## src/rtl/div_32_seq_pkg.sv

```systemverilog
// Shared types and constants for the sequential signed 32-bit divider.
//   state_t     : controller states (IDLE, RUN, FIX)
//   op_flags_t  : per-operation flags latched on the load edge
//   twos_neg()  : two's-complement negate shared by abs and result fix-up
//   abs_val()   : magnitude of a signed operand, returned unsigned
package div_32_seq_pkg;

    localparam int unsigned WIDTH      = 32;
    localparam int unsigned DIV_ITERS  = 32;
    localparam int unsigned DIV_CYCLES = 34;
    localparam int unsigned CNT_W      = 5;

    typedef enum logic [1:0] {
        S_IDLE = 2'd0,
        S_RUN  = 2'd1,
        S_FIX  = 2'd2
    } state_t;

    typedef struct packed {
        logic neg_a;
        logic neg_b;
        logic div_zero;
    } op_flags_t;

    function automatic logic [WIDTH-1:0] twos_neg(input logic [WIDTH-1:0] x);
        return ~x + WIDTH'(1);
    endfunction

    // -2^31 maps to 32'h8000_0000, which is its correct unsigned magnitude.
    function automatic logic [WIDTH-1:0] abs_val(input logic [WIDTH-1:0] x);
        return x[WIDTH-1] ? twos_neg(x) : x;
    endfunction

endpackage

```

## src/rtl/div_32_seq_if.sv

```systemverilog
// Divider command/result bus.
//   master : drives ctrl_DIV and the operands, receives results
//   slave  : the divider side
interface div_32_seq_if;
    import div_32_seq_pkg::*;

    logic             ctrl_DIV;
    logic [WIDTH-1:0] data_operandA;
    logic [WIDTH-1:0] data_operandB;
    logic [WIDTH-1:0] data_result;
    logic [WIDTH-1:0] data_remainder;
    logic             data_exception;
    logic             data_resultRDY;
    logic             busy;

    modport master (
        output ctrl_DIV, data_operandA, data_operandB,
        input  data_result, data_remainder, data_exception, data_resultRDY, busy
    );

    modport slave (
        input  ctrl_DIV, data_operandA, data_operandB,
        output data_result, data_remainder, data_exception, data_resultRDY, busy
    );

endinterface

```

## src/rtl/div_32_seq_comp.sv

```systemverilog
// Cascadable 32-bit unsigned magnitude comparator (comp_32).
//   eq1, gt1 : equal / greater from the more significant stage
//   a, b     : operands compared unsigned
//   eq0_c    : combinational a==b, qualified by eq1
//   gt0_c    : combinational a>b, or already greater upstream
module div_32_seq_comp
    import div_32_seq_pkg::*;
(
    input  logic             eq1,
    input  logic             gt1,
    input  logic [WIDTH-1:0] a,
    input  logic [WIDTH-1:0] b,
    output logic             eq0_c,
    output logic             gt0_c
);

    assign eq0_c = eq1 & (a == b);
    assign gt0_c = gt1 | (eq1 & (a > b));

endmodule

```

## src/rtl/div_32_seq.sv

```systemverilog
// Multi-cycle signed 32-bit restoring divider, one quotient bit per clock.
//   clock   : rising-edge clock
//   reset_n : asynchronous active-low reset, aborts any operation in flight
//   bus     : slave side of div_32_seq_if (start, operands, results, busy)
// Fixed latency: load edge, 32 iteration edges, one sign fix-up edge.
module div_32_seq
    import div_32_seq_pkg::*;
(
    input  logic          clock,
    input  logic          reset_n,
    div_32_seq_if.slave   bus
);

    state_t           state_q, state_d;
    logic [CNT_W-1:0] count_q;
    logic [WIDTH-1:0] r_q, q_q, b_abs_q;
    op_flags_t        flags_q;
    logic [WIDTH-1:0] result_q, remainder_q;
    logic             exception_q, rdy_q, busy_q;

    logic [WIDTH-1:0] trial;
    logic [WIDTH-1:0] diff;
    logic             eq_c, gt_c, ge;

    // Shift the next dividend bit into the partial remainder.
    assign trial = {r_q[WIDTH-2:0], q_q[WIDTH-1]};
    assign diff  = trial + ~b_abs_q + WIDTH'(1);

    div_32_seq_comp u_comp_32 (
        .eq1   (1'b1),
        .gt1   (1'b0),
        .a     (trial),
        .b     (b_abs_q),
        .eq0_c (eq_c),
        .gt0_c (gt_c)
    );

    assign ge = eq_c | gt_c;

    // State register.
    always_ff @(posedge clock or negedge reset_n) begin
        if (!reset_n) state_q <= S_IDLE;
        else          state_q <= state_d;
    end

    // Next state; a start strobe wins in every state.
    always_comb begin
        state_d = state_q;
        if (bus.ctrl_DIV) begin
            state_d = S_RUN;
        end else begin
            case (state_q)
                S_RUN:   if (count_q == CNT_W'(DIV_ITERS - 1)) state_d = S_FIX;
                S_FIX:   state_d = S_IDLE;
                default: state_d = S_IDLE;
            endcase
        end
    end

    // Datapath and registered outputs.
    always_ff @(posedge clock or negedge reset_n) begin
        if (!reset_n) begin
            count_q     <= '0;
            r_q         <= '0;
            q_q         <= '0;
            b_abs_q     <= '0;
            flags_q     <= '0;
            result_q    <= '0;
            remainder_q <= '0;
            exception_q <= 1'b0;
            rdy_q       <= 1'b0;
            busy_q      <= 1'b0;
        end else begin
            rdy_q <= 1'b0;

            // Fix-up completes even if a new start arrives on the same edge.
            if (state_q == S_FIX) begin
                rdy_q  <= 1'b1;
                busy_q <= 1'b0;
                if (flags_q.div_zero) begin
                    result_q    <= '0;
                    remainder_q <= '0;
                    exception_q <= 1'b1;
                end else begin
                    result_q    <= (flags_q.neg_a ^ flags_q.neg_b) ? twos_neg(q_q) : q_q;
                    remainder_q <= flags_q.neg_a ? twos_neg(r_q) : r_q;
                    exception_q <= 1'b0;
                end
            end

            if (bus.ctrl_DIV) begin
                b_abs_q          <= abs_val(bus.data_operandB);
                q_q              <= abs_val(bus.data_operandA);
                r_q              <= '0;
                count_q          <= '0;
                flags_q.neg_a    <= bus.data_operandA[WIDTH-1];
                flags_q.neg_b    <= bus.data_operandB[WIDTH-1];
                flags_q.div_zero <= (bus.data_operandB == '0);
                busy_q           <= 1'b1;
            end else if (state_q == S_RUN) begin
                r_q     <= ge ? diff : trial;
                q_q     <= {q_q[WIDTH-2:0], ge};
                count_q <= count_q + CNT_W'(1);
            end
        end
    end

    assign bus.data_result    = result_q;
    assign bus.data_remainder = remainder_q;
    assign bus.data_exception = exception_q;
    assign bus.data_resultRDY = rdy_q;
    assign bus.busy           = busy_q;

endmodule
```

## src/flat_wrapper.sv

```systemverilog
// flat-port wrapper written by rule: the top's interface ports become plain ports
module div_32_seq_flat import div_32_seq_pkg::*;
  (clock, reset_n, bus_ctrl_DIV, bus_data_operandA, bus_data_operandB, bus_data_result, bus_data_remainder, bus_data_exception, bus_data_resultRDY, bus_busy);
  div_32_seq_if bus_i ();
  input  logic clock;
  input  logic reset_n;
  input wire logic [$bits(bus_i.ctrl_DIV)-1:0] bus_ctrl_DIV;
  input wire logic [$bits(bus_i.data_operandA)-1:0] bus_data_operandA;
  input wire logic [$bits(bus_i.data_operandB)-1:0] bus_data_operandB;
  output wire logic [$bits(bus_i.data_result)-1:0] bus_data_result;
  output wire logic [$bits(bus_i.data_remainder)-1:0] bus_data_remainder;
  output wire logic [$bits(bus_i.data_exception)-1:0] bus_data_exception;
  output wire logic [$bits(bus_i.data_resultRDY)-1:0] bus_data_resultRDY;
  output wire logic [$bits(bus_i.busy)-1:0] bus_busy;
  assign bus_i.ctrl_DIV = bus_ctrl_DIV;
  assign bus_i.data_operandA = bus_data_operandA;
  assign bus_i.data_operandB = bus_data_operandB;
  assign bus_data_result = bus_i.data_result;
  assign bus_data_remainder = bus_i.data_remainder;
  assign bus_data_exception = bus_i.data_exception;
  assign bus_data_resultRDY = bus_i.data_resultRDY;
  assign bus_busy = bus_i.busy;
  div_32_seq u_core (.clock(clock), .reset_n(reset_n), .bus(bus_i));
endmodule
```

## config.mk

```make
export PLATFORM = sky130hd
export DESIGN_NAME = div_32_seq_flat
export DESIGN_NICKNAME = d
export VERILOG_FILES = /design/src/rtl/div_32_seq_pkg.sv /design/src/rtl/div_32_seq_if.sv /design/src/rtl/div_32_seq_comp.sv /design/src/rtl/div_32_seq.sv /design/src/flat_wrapper.sv
export SDC_FILE = /design/constraint.sdc
export NUM_CORES = 1
export LEC_CHECK = 0
export ABC_AREA = 0
export CORE_ASPECT_RATIO = 2
export CORE_MARGIN = 4
export CORE_UTILIZATION = 50
export DETAILED_ROUTE_END_ITERATION = 16
export MAX_ROUTING_LAYER = met4
export PLACE_DENSITY = 0.74
export SYNTH_ARGS = -nofsm -noshare
export SYNTH_HDL_FRONTEND = slang
export SYNTH_SLANG_ARGS = --single-unit
```

## constraint.sdc

```tcl
create_clock -name clock -period 5.94 [get_ports clock]
set_input_delay 0.891 -clock clock [delete_from_list [all_inputs] [get_ports clock]]
set_output_delay 0.891 -clock clock [all_outputs]
set_load 0.01 [all_outputs]
```

==> metrics.csv, run 1 <==
metric,value,unit
Cells after Synth,1361,
PortBufs,133,
Post-Synthesis Cell Area,0.0115,mm²
final RePlAce weighted congestion,0.929,
Ys Warns,0,
R2R depth,10,
Post-DRT Antenna Nets,0,
clk_lat worst skew,0.45,ns
total gr overflow,0,
vias per std cell,5.81,
total number of vias,10100,
pin count of the biggest net entering global routing,78,
Slew HR,0.228,
Core ar.,0.0226,mm²
"EDFF count, synth",0,
DR pass1 iterations,5,
Starting Density,0.506,
register area,0.00433,mm²
Final min period,3.60,ns
sequential share of the synthesized area,0.378,
Placement Cell Area,0.0129,mm²
Avg Synthesized Cell Area,8.42,µm²
fin crit share,0.605,
Clock Tree Root,clkbuf_16,
CTS tree,done,
global-route wire length before repair,50.1,mm
fin area,0.0136,mm²
share of post-route cells with drive strength above 1,0.0575,
Placement Setup Slack,1.97,ns
worst endpoint required time,6.28,ns
final hold violations,0,
"commonest non-fill, non-tap cell in the layout",nand2_1,
status,finished clean,
Critical Path Sink Type,flip-flop,
worst-path fanout max,20,
Synth async-reset ratio,1.00,
"Core Util, Final",0.600,
pwr dens,278,mW/mm²
peak supply drop,0.000243,V
cells taking the most area after synthesis,"dfrtp_1 (38%), nand2_1 (6.8%), o21ai_0 (6.5%)",
Yosys top cell area share,0.378,
Die Area,0.0256,mm²
crit path kind,reg2reg,
ant diodes,0,
Worst Max-Slew Pin Slew,1.15,ns
final WL,30.8,mm
Fmax,278,MHz
cts hold-fix bufs,0,
Yosys reg bits,173,
Final WS setup,2.34,ns
Final setup viols,0,
setup TNS,0,ns
CTS sink count,173,
Num CTS Buffers,17,
DRT iter0 DRCs,664,
Die Width,115,µm
most used flip-flop cell after synthesis,dfrtp_1,
initial antenna violation count,0,
num rows,78,
Global Route Usage Sum,0.252,
Syn-to-layout area delta,18.6,%
die height,222,µm
Ports,134,
Max Slew Vio Count,0,
worst hold path class,in2async,
Multi-input gate area,0.00666,mm²
post-DP HPWL,23.4,mm
worst hold slack,0.428,ns
max-cap violations,0,
Post-CTS Setup Bufs,0,
"Arr. time, crit path",3.94,ns
"area leader, netlist",dfrtp_1,
"CTS clk-pin slew, worst paths",0.07,ns
Pleak,6.00,nW
Unique masters post-synth,70,
crit start category,flip-flop,
Routed WL per cell,17.7,µm
most frequent cells in the layout,"nand2_1 (208), dfrtp_1 (173), o21ai_0 (148)",
syn nets,1467,
unrepaired setup endpoints after global routing,false,
post-CTS sizing,0,
nets@finish,1556,
H-tree depth,4,
residual DRC count,0,
clock skew,0.00846,ns
Filler cells,2041,
number of global-route vias before repair,9975,
clk buf depth,2,
## report_power, final
part           internal, W  leakage (nW)  total (W)  switching (W)
registers          0.00126          2.24    0.00139       0.000123
logic             0.000477          3.44    0.00116       0.000687
clock network     0.000742         0.318    0.00123       0.000489
## per-stage QoR
stage / power (W) / std cells
after floorplan: 0.00224 / 1361
after global placement: 0.00254 / 1711
after detailed placement: 0.00256 / 1711
after CTS: 0.00380 / 1742
after global routing: 0.00400 / 1742
final: 0.00378 / 1742
## worst max-delay path: stages (launching register included)
cell and delay [ns]:
dfrtp_1 0.49, ha_1 0.42, a21oi_1 0.25, nor2_1 0.07, a211oi_1 0.46, a21oi_1 0.25, a31o_2 0.36, nor2_2 0.45
buf_4 0.36, nand2_1 0.09, a311oi_1 0.28
## synth_stat cells, drive strengths merged (9+ instances only)
cell	instances
o31ai	41
a21o	11
and3	10
dfrtp	173
nor4	12
nor3	14
mux2i	26
o41ai	21
xnor2	55
buf	11
xor2	84
a311oi	13
a31oi	17
nand2b	16
nand4	9
nand3	26
ha	38
inv	50
o21ai	153
or4	19
clkbuf	64
nor2	96
a21oi	96
a211oi	16
nand2	210
or3	19
## sequential cells by signal (all words and copies together), names as in the netlist
signal,count
u_core.b_abs_q,32
u_core.bus.data_remainder,32
u_core.bus.data_result,32
u_core.q_q,32
u_core.r_q,32
u_core.count_q,5
u_core.flags_q,3
u_core.state_q,2
u_core.bus.busy,1
u_core.bus.data_exception,1
u_core.bus.data_resultRDY,1
## cell type report
cell class | instances | area share
Tap cell | 280 | 0.0258
Clock inverter | 11 | 0.0133
Timing Repair Buffer | 145 | 0.104
Inverter | 50 | 0.0138
Sequential cell | 173 | 0.318
Clock buffer | 20 | 0.0343
Multi-Input combinational cell | 1063 | 0.490
## worst paths after layout
check / startpoint / endpoint / slack, ns
min in group clock: u_core.bus.data_exception / u_core.bus.data_exception / 0.47
worst min register to register: u_core.bus.data_exception / u_core.bus.data_exception / 0.47
max in group asynchronous: reset_n / u_core.b_abs_q[3] / 4.35
worst max-delay path: u_core.r_q[18] / u_core.r_q[5] / 2.34
worst max register to register: u_core.r_q[18] / u_core.r_q[5] / 2.34
worst min-delay path: reset_n / u_core.bus.data_result[3] / 0.43
## kinds of logic after synthesis
logic type | share of synthesized area
compound gates | 0.214
xor+xnor | 0.106
fa+ha+maj | 0.0432
buf+inv | 0.0428
flops | 0.378
mux | 0.0276
simple gates | 0.189
## routing by layer
layer | global-route usage | vias up | routed length (µm)
met2 | 0.462 | 236 | 17300
met5 | - | - | 0
met4 | 0.101 | 0 | 1080
met1 | 0.262 | 4813 | 11300
met3 | 0.0374 | 66 | 1130
li1 | - | 5011 | -
Note: power is estimated with default switching activity, not from simulation.
==> run 2: changes to the inputs <==
--- a/config.mk
+++ b/config.mk
@@ -11,7 +11,7 @@
 export CORE_UTILIZATION = 50
 export DETAILED_ROUTE_END_ITERATION = 16
 export MAX_ROUTING_LAYER = met4
-export PLACE_DENSITY = 0.74
+export PLACE_DENSITY = 0.76
 export SYNTH_ARGS = -nofsm -noshare
 export SYNTH_HDL_FRONTEND = slang
 export SYNTH_SLANG_ARGS = --single-unit
==> constraint.sdc (replaced) <==
create_clock -name clock -period 3.2 [get_ports clock]
set_input_delay 0.48 -clock clock [delete_from_list [all_inputs] [get_ports clock]]
set_output_delay 0.48 -clock clock [all_outputs]
set_load 0.01 [all_outputs]
==> run 2 against run 1 <==
Compared with the run above: final cell count is 4.9% higher; sequential share of layout area is 1.3 points lower; sequential power is 82% higher; final area is 4.4% higher; critical endpoint is now u_core.r_q[25]; combinational power is 110% higher.
==> metrics.csv, run 2 (synthesized netlist as in run 1, its figures left out) <==
metric,value,unit,change
crit start category,flip-flop,,
Global Route Usage Sum,0.257,,+0.00561
Max Slew Vio Count,0,,unchanged
ant diodes,0,,unchanged
pin count of the biggest net entering global routing,74,,-5.1%
Ports,134,,unchanged
residual DRC count,0,,unchanged
total gr overflow,0,,unchanged
most frequent cells in the layout,"nand2_1 (208), dfrtp_1 (173), o21ai_0 (148)",,
Layout Cells excl Fill,1827,,+4.9%
slowest CP cell,a311oi_2,,
Post-DRT Antenna Nets,0,,unchanged
"CTS clk-pin slew, worst paths",0.07,ns,about the same
final hold violations,0,,unchanged
share of post-route cells with drive strength above 1,0.111,,+0.0537
die height,222,µm,unchanged
worst-path fanout max,11,,-45%
dpl cells,1795,,+4.9%
clock skew,0.0101,ns,+0.00166 ns
initial antenna violation count,0,,unchanged
setup TNS,0,ns,unchanged
Fmax,324,MHz,+17%
Syn-to-layout area delta,23.8,%,
pwr dens,483,mW/mm²,+74%
R2R depth,11,,+1
largest stage delay on the critical path,0.46,ns,-0.03 ns
Pleak,6.39,nW,+6.5%
global-route wire length before repair,51.2,mm,+2.2%
post-DP HPWL,24.6,mm,+5.2%
worst endpoint required time,3.57,ns,-2.71 ns
DRT iter0 DRCs,623,,-6.2%
Core ar.,0.0226,mm²,unchanged
Clock Tree Root,clkbuf_16,,
Routed WL per cell,17.5,µm,-1.2%
"commonest non-fill, non-tap cell in the layout",nand2_1,,
reg-to-reg startpoint,u_core.b_abs_q[0],,
H-tree depth,4,,unchanged
Die Width,115,µm,unchanged
CP Cell Sequence,ha_2 > fa_1 > nand2b_4 > a21oi_2 > o21a_1 > o211ai_1 > a311oi_2 > nor2_2 > buf_4 > or3_1 > a21oi_1,,
CTS tree,done,,
fin crit share,0.964,,+0.359
Worst path top cell family by delay,compound AO/OA/AOI/OAI gates,,
CTS sink count,173,,unchanged
Worst Max-Slew Pin Slew,0.862,ns,-0.293 ns
"Buf+Inv Stages, Crit Path",1,,unchanged
Die Area,0.0256,mm²,unchanged
Slew HR,0.425,,+0.197
"Arr. time, crit path",3.45,ns,-0.49 ns
"Core Util, Final",0.627,,+0.0265
clk_lat worst skew,0.44,ns,about the same
Final setup viols,0,,unchanged
worst hold path class,in2async,,
cts hold-fix bufs,0,,unchanged
Final min period,3.09,ns,-0.510 ns
num rows,78,,unchanged
vias per std cell,5.81,,-0.12%
number of global-route vias before repair,10600,,+6.1%
PortBufs,133,,unchanged
peak supply drop,0.000383,V,+58%
total number of vias,10600,,+4.8%
r2r setup slk,0.11,ns,-2.23 ns
max-cap violations,0,,unchanged
Starting Density,0.506,,unchanged
nets@finish,1641,,+5.5%
crit path kind,reg2reg,,
DR pass1 iterations,5,,unchanged
Num CTS Buffers,17,,unchanged
worst hold slack,0.0193,ns,-0.408 ns
Filler cells,2025,,-0.78%
final WL,31.9,mm,+3.7%
status,finished clean,,
final RePlAce weighted congestion,0.916,,-1.4%
Final WS setup,0.114,ns,-2.23 ns
end of the worst register-to-register path,u_core.r_q[25],,
Critical Path Sink Type,flip-flop,,
clk buf depth,2,,unchanged
Placement Setup Slack,-0.108,ns,-2.08 ns
[run 2: report_power, final]
group | switching (W) | leakage, nW | internal, W
combinational | 0.00137 | 3.90 | 0.00107
clock | 0.000897 | 0.252 | 0.000989
sequential | 0.000185 | 2.24 | 0.00235
[run 2: worst max-delay path by stage]
stage / startpoint / endpoint / slack, ns / cells past startpoint
2_1_floorplan: u_core.r_q[9] / u_core.r_q[30] / 0.39 / 11
3_3_place_gp: bus_data_operandB[4] / u_core.b_abs_q[26] / -0.07 / 9
3_5_place_dp: bus_data_operandB[4] / u_core.b_abs_q[26] / -0.11 / 9
4_1_cts: u_core.b_abs_q[0] / u_core.r_q[25] / 0.02 / 11
5_1_grt: u_core.b_abs_q[0] / u_core.r_q[25] / -0.06 / 11
6_report: u_core.b_abs_q[0] / u_core.r_q[25] / 0.11 / 11
[run 2: timing repair]
action                                  CTS  global route
endpoints found under the setup margin    0            15
buffers inserted                          0             1
gates resized for setup                   0             5
[run 2: layer usage]
| metal | part of all wire | track usage |
|---|---|---|
| met1 | 0.37 | 0.258 |
| met3 | 0.033 | 0.0333 |
| met5 | 0 | - |
| met4 | 0.046 | 0.120 |
| met2 | 0.55 | 0.477 |
[run 2: metrics by stage]
| stage | total power [W] | instance area [µm²] |
|---|---|---|
| finish | 0.00686 | 14200 |
| global route | 0.00729 | 14200 |
| floorplan | 0.00416 | 11500 |
| detailed placement | 0.00499 | 13600 |
| global placement | 0.00493 | 13600 |
| CTS | 0.00687 | 14200 |
[run 2: area by class of cell]
| class | instances | area, µm² | area share |
|---|---|---|---|
| clock buffers | 18 | 429 | 0.0302 |
| clock inverters | 13 | 95.1 | 0.00670 |
| inverters | 50 | 188 | 0.0132 |
| multi-input cells | 1063 | 6680 | 0.471 |
| flip-flops and latches | 173 | 4330 | 0.305 |
| well taps | 280 | 350 | 0.0247 |
| repair buffers | 230 | 2120 | 0.149 |
==> run 3: changes to the inputs <==
--- a/config.mk
+++ b/config.mk
@@ -6,11 +6,11 @@
 export NUM_CORES = 1
 export LEC_CHECK = 0
 export ABC_AREA = 0
+export ABC_CLOCK_PERIOD_IN_PS = 3200
 export CORE_ASPECT_RATIO = 2
 export CORE_MARGIN = 4
 export CORE_UTILIZATION = 50
 export DETAILED_ROUTE_END_ITERATION = 16
-export MAX_ROUTING_LAYER = met4
 export PLACE_DENSITY = 0.76
 export SYNTH_ARGS = -nofsm -noshare
 export SYNTH_HDL_FRONTEND = slang
==> run 3 against run 2 <==
Compared with the run above: non-clock buffer count decreased by 6; flip-flop and latch count unchanged; worst hold slack improved by 0.044 ns; final cell count decreased by 0.22%; first-iteration DRC count increased by 0.80%; sequential power about the same; global-route usage decreased by 0.96 points; worst setup slack got worse by 0.038 ns; count of clock-buffer cells in the layout decreased by 1; power increased by 2.7%; clock power increased by 12%; largest cell class unchanged; highest routed layer unchanged.
==> metrics.csv, run 3 (synthesized netlist as in run 1, its figures left out) <==
metric,value,unit,change
Die Width,115,µm,unchanged
final WL,31.4,mm,-1.5%
worst-path fanout max,11,,unchanged
initial antenna violation count,0,,unchanged
clock share of power,0.302,,+0.027
Fmax,320,MHz,-1.2%
worst hold slack,0.0637,ns,+0.0444 ns
pin count of the biggest net entering global routing,133,,+80%
status,finished clean,,
Overall Power,0.00704,W,+2.7%
Die Area,0.0256,mm²,unchanged
worst endpoint required time,3.57,ns,about the same
global-route wire length before repair,51.1,mm,-0.15%
final hold violations,0,,unchanged
"commonest non-fill, non-tap cell in the layout",nand2_1,,
Routed WL per cell,17.2,µm,-1.3%
clk buf depth,2,,unchanged
max-cap violations,0,,unchanged
dpl cells,1789,,-0.33%
die height,222,µm,unchanged
DR pass1 iterations,6,,+1
Multi-input gate area,0.00667,mm²,-0.22%
Critical Path Sink Type,flip-flop,,
"CTS clk-pin slew, worst paths",0.07,ns,about the same
CTS sink count,173,,unchanged
Slew HR,0.230,,-0.195
sequential power share,0.360,,-0.009
Filler cells,2006,,-0.94%
PortBufs,133,,unchanged
crit start category,flip-flop,,
CTS tree,done,,
share of post-route cells with drive strength above 1,0.107,,-0.00425
Final setup viols,0,,unchanged
cts hold-fix bufs,0,,unchanged
worst hold path class,in2async,,
final RePlAce weighted congestion,0.920,,+0.41%
DRT iter0 DRCs,628,,+0.80%
"Arr. time, crit path",3.49,ns,+0.04 ns
residual DRC count,0,,unchanged
Comb power frac,0.338,,-0.018
Ports,134,,unchanged
Switching Share,0.346,,-0.0121
post-DP HPWL,23.6,mm,-3.9%
Final min period,3.12,ns,+0.0377 ns
Starting Density,0.506,,unchanged
most frequent cells in the layout,"nand2_1 (208), dfrtp_1 (173), o21ai_0 (148)",,
clk_lat worst skew,0.44,ns,about the same
H-tree depth,4,,unchanged
Layout Cells excl Fill,1823,,-0.22%
num rows,78,,unchanged
Num CTS Buffers,17,,unchanged
peak supply drop,0.000453,V,+18%
nets@finish,1636,,-0.30%
Max Slew Vio Count,0,,unchanged
Global Route Usage Sum,0.248,,-0.00963
Placement Cell Area,0.0136,mm²,-0.42%
"Core Util, Final",0.627,,unchanged
pwr dens,496,mW/mm²,+2.7%
ant diodes,0,,unchanged
internal power,0.00461,W,+4.6%
total gr overflow,0,,unchanged
total number of vias,10500,,-0.72%
Core ar.,0.0226,mm²,unchanged
Worst Max-Slew Pin Slew,1.15,ns,+0.293 ns
fin area,0.0142,mm²,unchanged
clock skew,0.00776,ns,-0.00236 ns
number of global-route vias before repair,10700,,+0.62%
vias per std cell,5.78,,-0.50%
Net Switching,0.00244,W,-0.82%
Syn-to-layout area delta,23.8,%,unchanged
register area,0.00433,mm²,unchanged
Clock Tree Root,clkbuf_16,,
Pleak,6.39,nW,about the same
crit path kind,reg2reg,,
fin crit share,0.976,,+0.0118
Post-DRT Antenna Nets,0,,unchanged
## run 3: changes by cell type in the layout (fill, tap and decap cells not counted), sizes merged
cell      previous run  this run
clkinv               8         7
clkbuf              18        17
clkinvlp             3         4
inv                 52        51
bufinv               0         3
buf                 99        93
or2                  7         8
## run 3: worst max-delay path, cell delays in order (launching register included)
cell      delay, ns
dfrtp_1        0.35
inv_1          0.09
ha_1           0.22
fa_1           0.38
nand2b_1       0.22
a21oi_2        0.24
o21a_1         0.23
o211ai_1       0.14
a311oi_2       0.29
buf_4          0.17
nor2_2         0.06
buf_4          0.18
or3_1          0.37
a21oi_1        0.12
## run 3: layer usage
| layer | global-route usage | wire length (µm) |
|---|---|---|
| met1 | 0.264 | 11600 |
| met2 | 0.468 | 17500 |
| met3 | 0.0355 | 1120 |
| met4 | 0.107 | 1240 |
| met5 | 0 | 0 |
## run 3: repair_timing
item                                    in CTS  in global routing
endpoints found under the setup margin       0                 22
setup buffers                                0                  1
resized for setup                            0                  1
## run 3: area by class of cell
class / count / area share
clock buffers: 17 / 0.0300
flip-flops and latches: 173 / 0.305
inverters: 50 / 0.0132
repair buffers: 224 / 0.145
well taps: 280 / 0.0247
clock inverters: 15 / 0.0121
multi-input cells: 1064 / 0.470
## run 3: worst paths after layout
path                                            start                         end  slack (ns)  cells after the start
setup / recovery                       u_core.q_q[31]              u_core.r_q[25]        0.08                     13
max in group asynchronous                     reset_n  u_core.bus.data_result[15]        2.29                      2
setup reg to reg                       u_core.q_q[31]              u_core.r_q[25]        0.08                     13
hold / removal                                reset_n           u_core.b_abs_q[3]        0.06                      1
min in group clock         u_core.bus.data_result[22]  u_core.bus.data_result[22]        0.48                      2
hold reg to reg            u_core.bus.data_result[22]  u_core.bus.data_result[22]        0.48                      2
## run 3: stage by stage
stage               worst slack (ns)  TNS, ns
floorplan                      0.389        0
global route                 -0.0476   -0.117
finish                        0.0763        0
detailed placement            -0.119   -0.382
CTS                          0.00146        0
global placement             -0.0714   -0.116
## run 3: power by group through the flow
stage / combinational (W) / sequential (W) / clock [W]
global placement: 0.00232 / 0.00257 / 0
CTS: 0.00238 / 0.00253 / 0.00215
finish: 0.00238 / 0.00254 / 0.00212
floorplan: 0.00163 / 0.00254 / 0
detailed placement: 0.00236 / 0.00257 / 0
global route: 0.00266 / 0.00256 / 0.00224
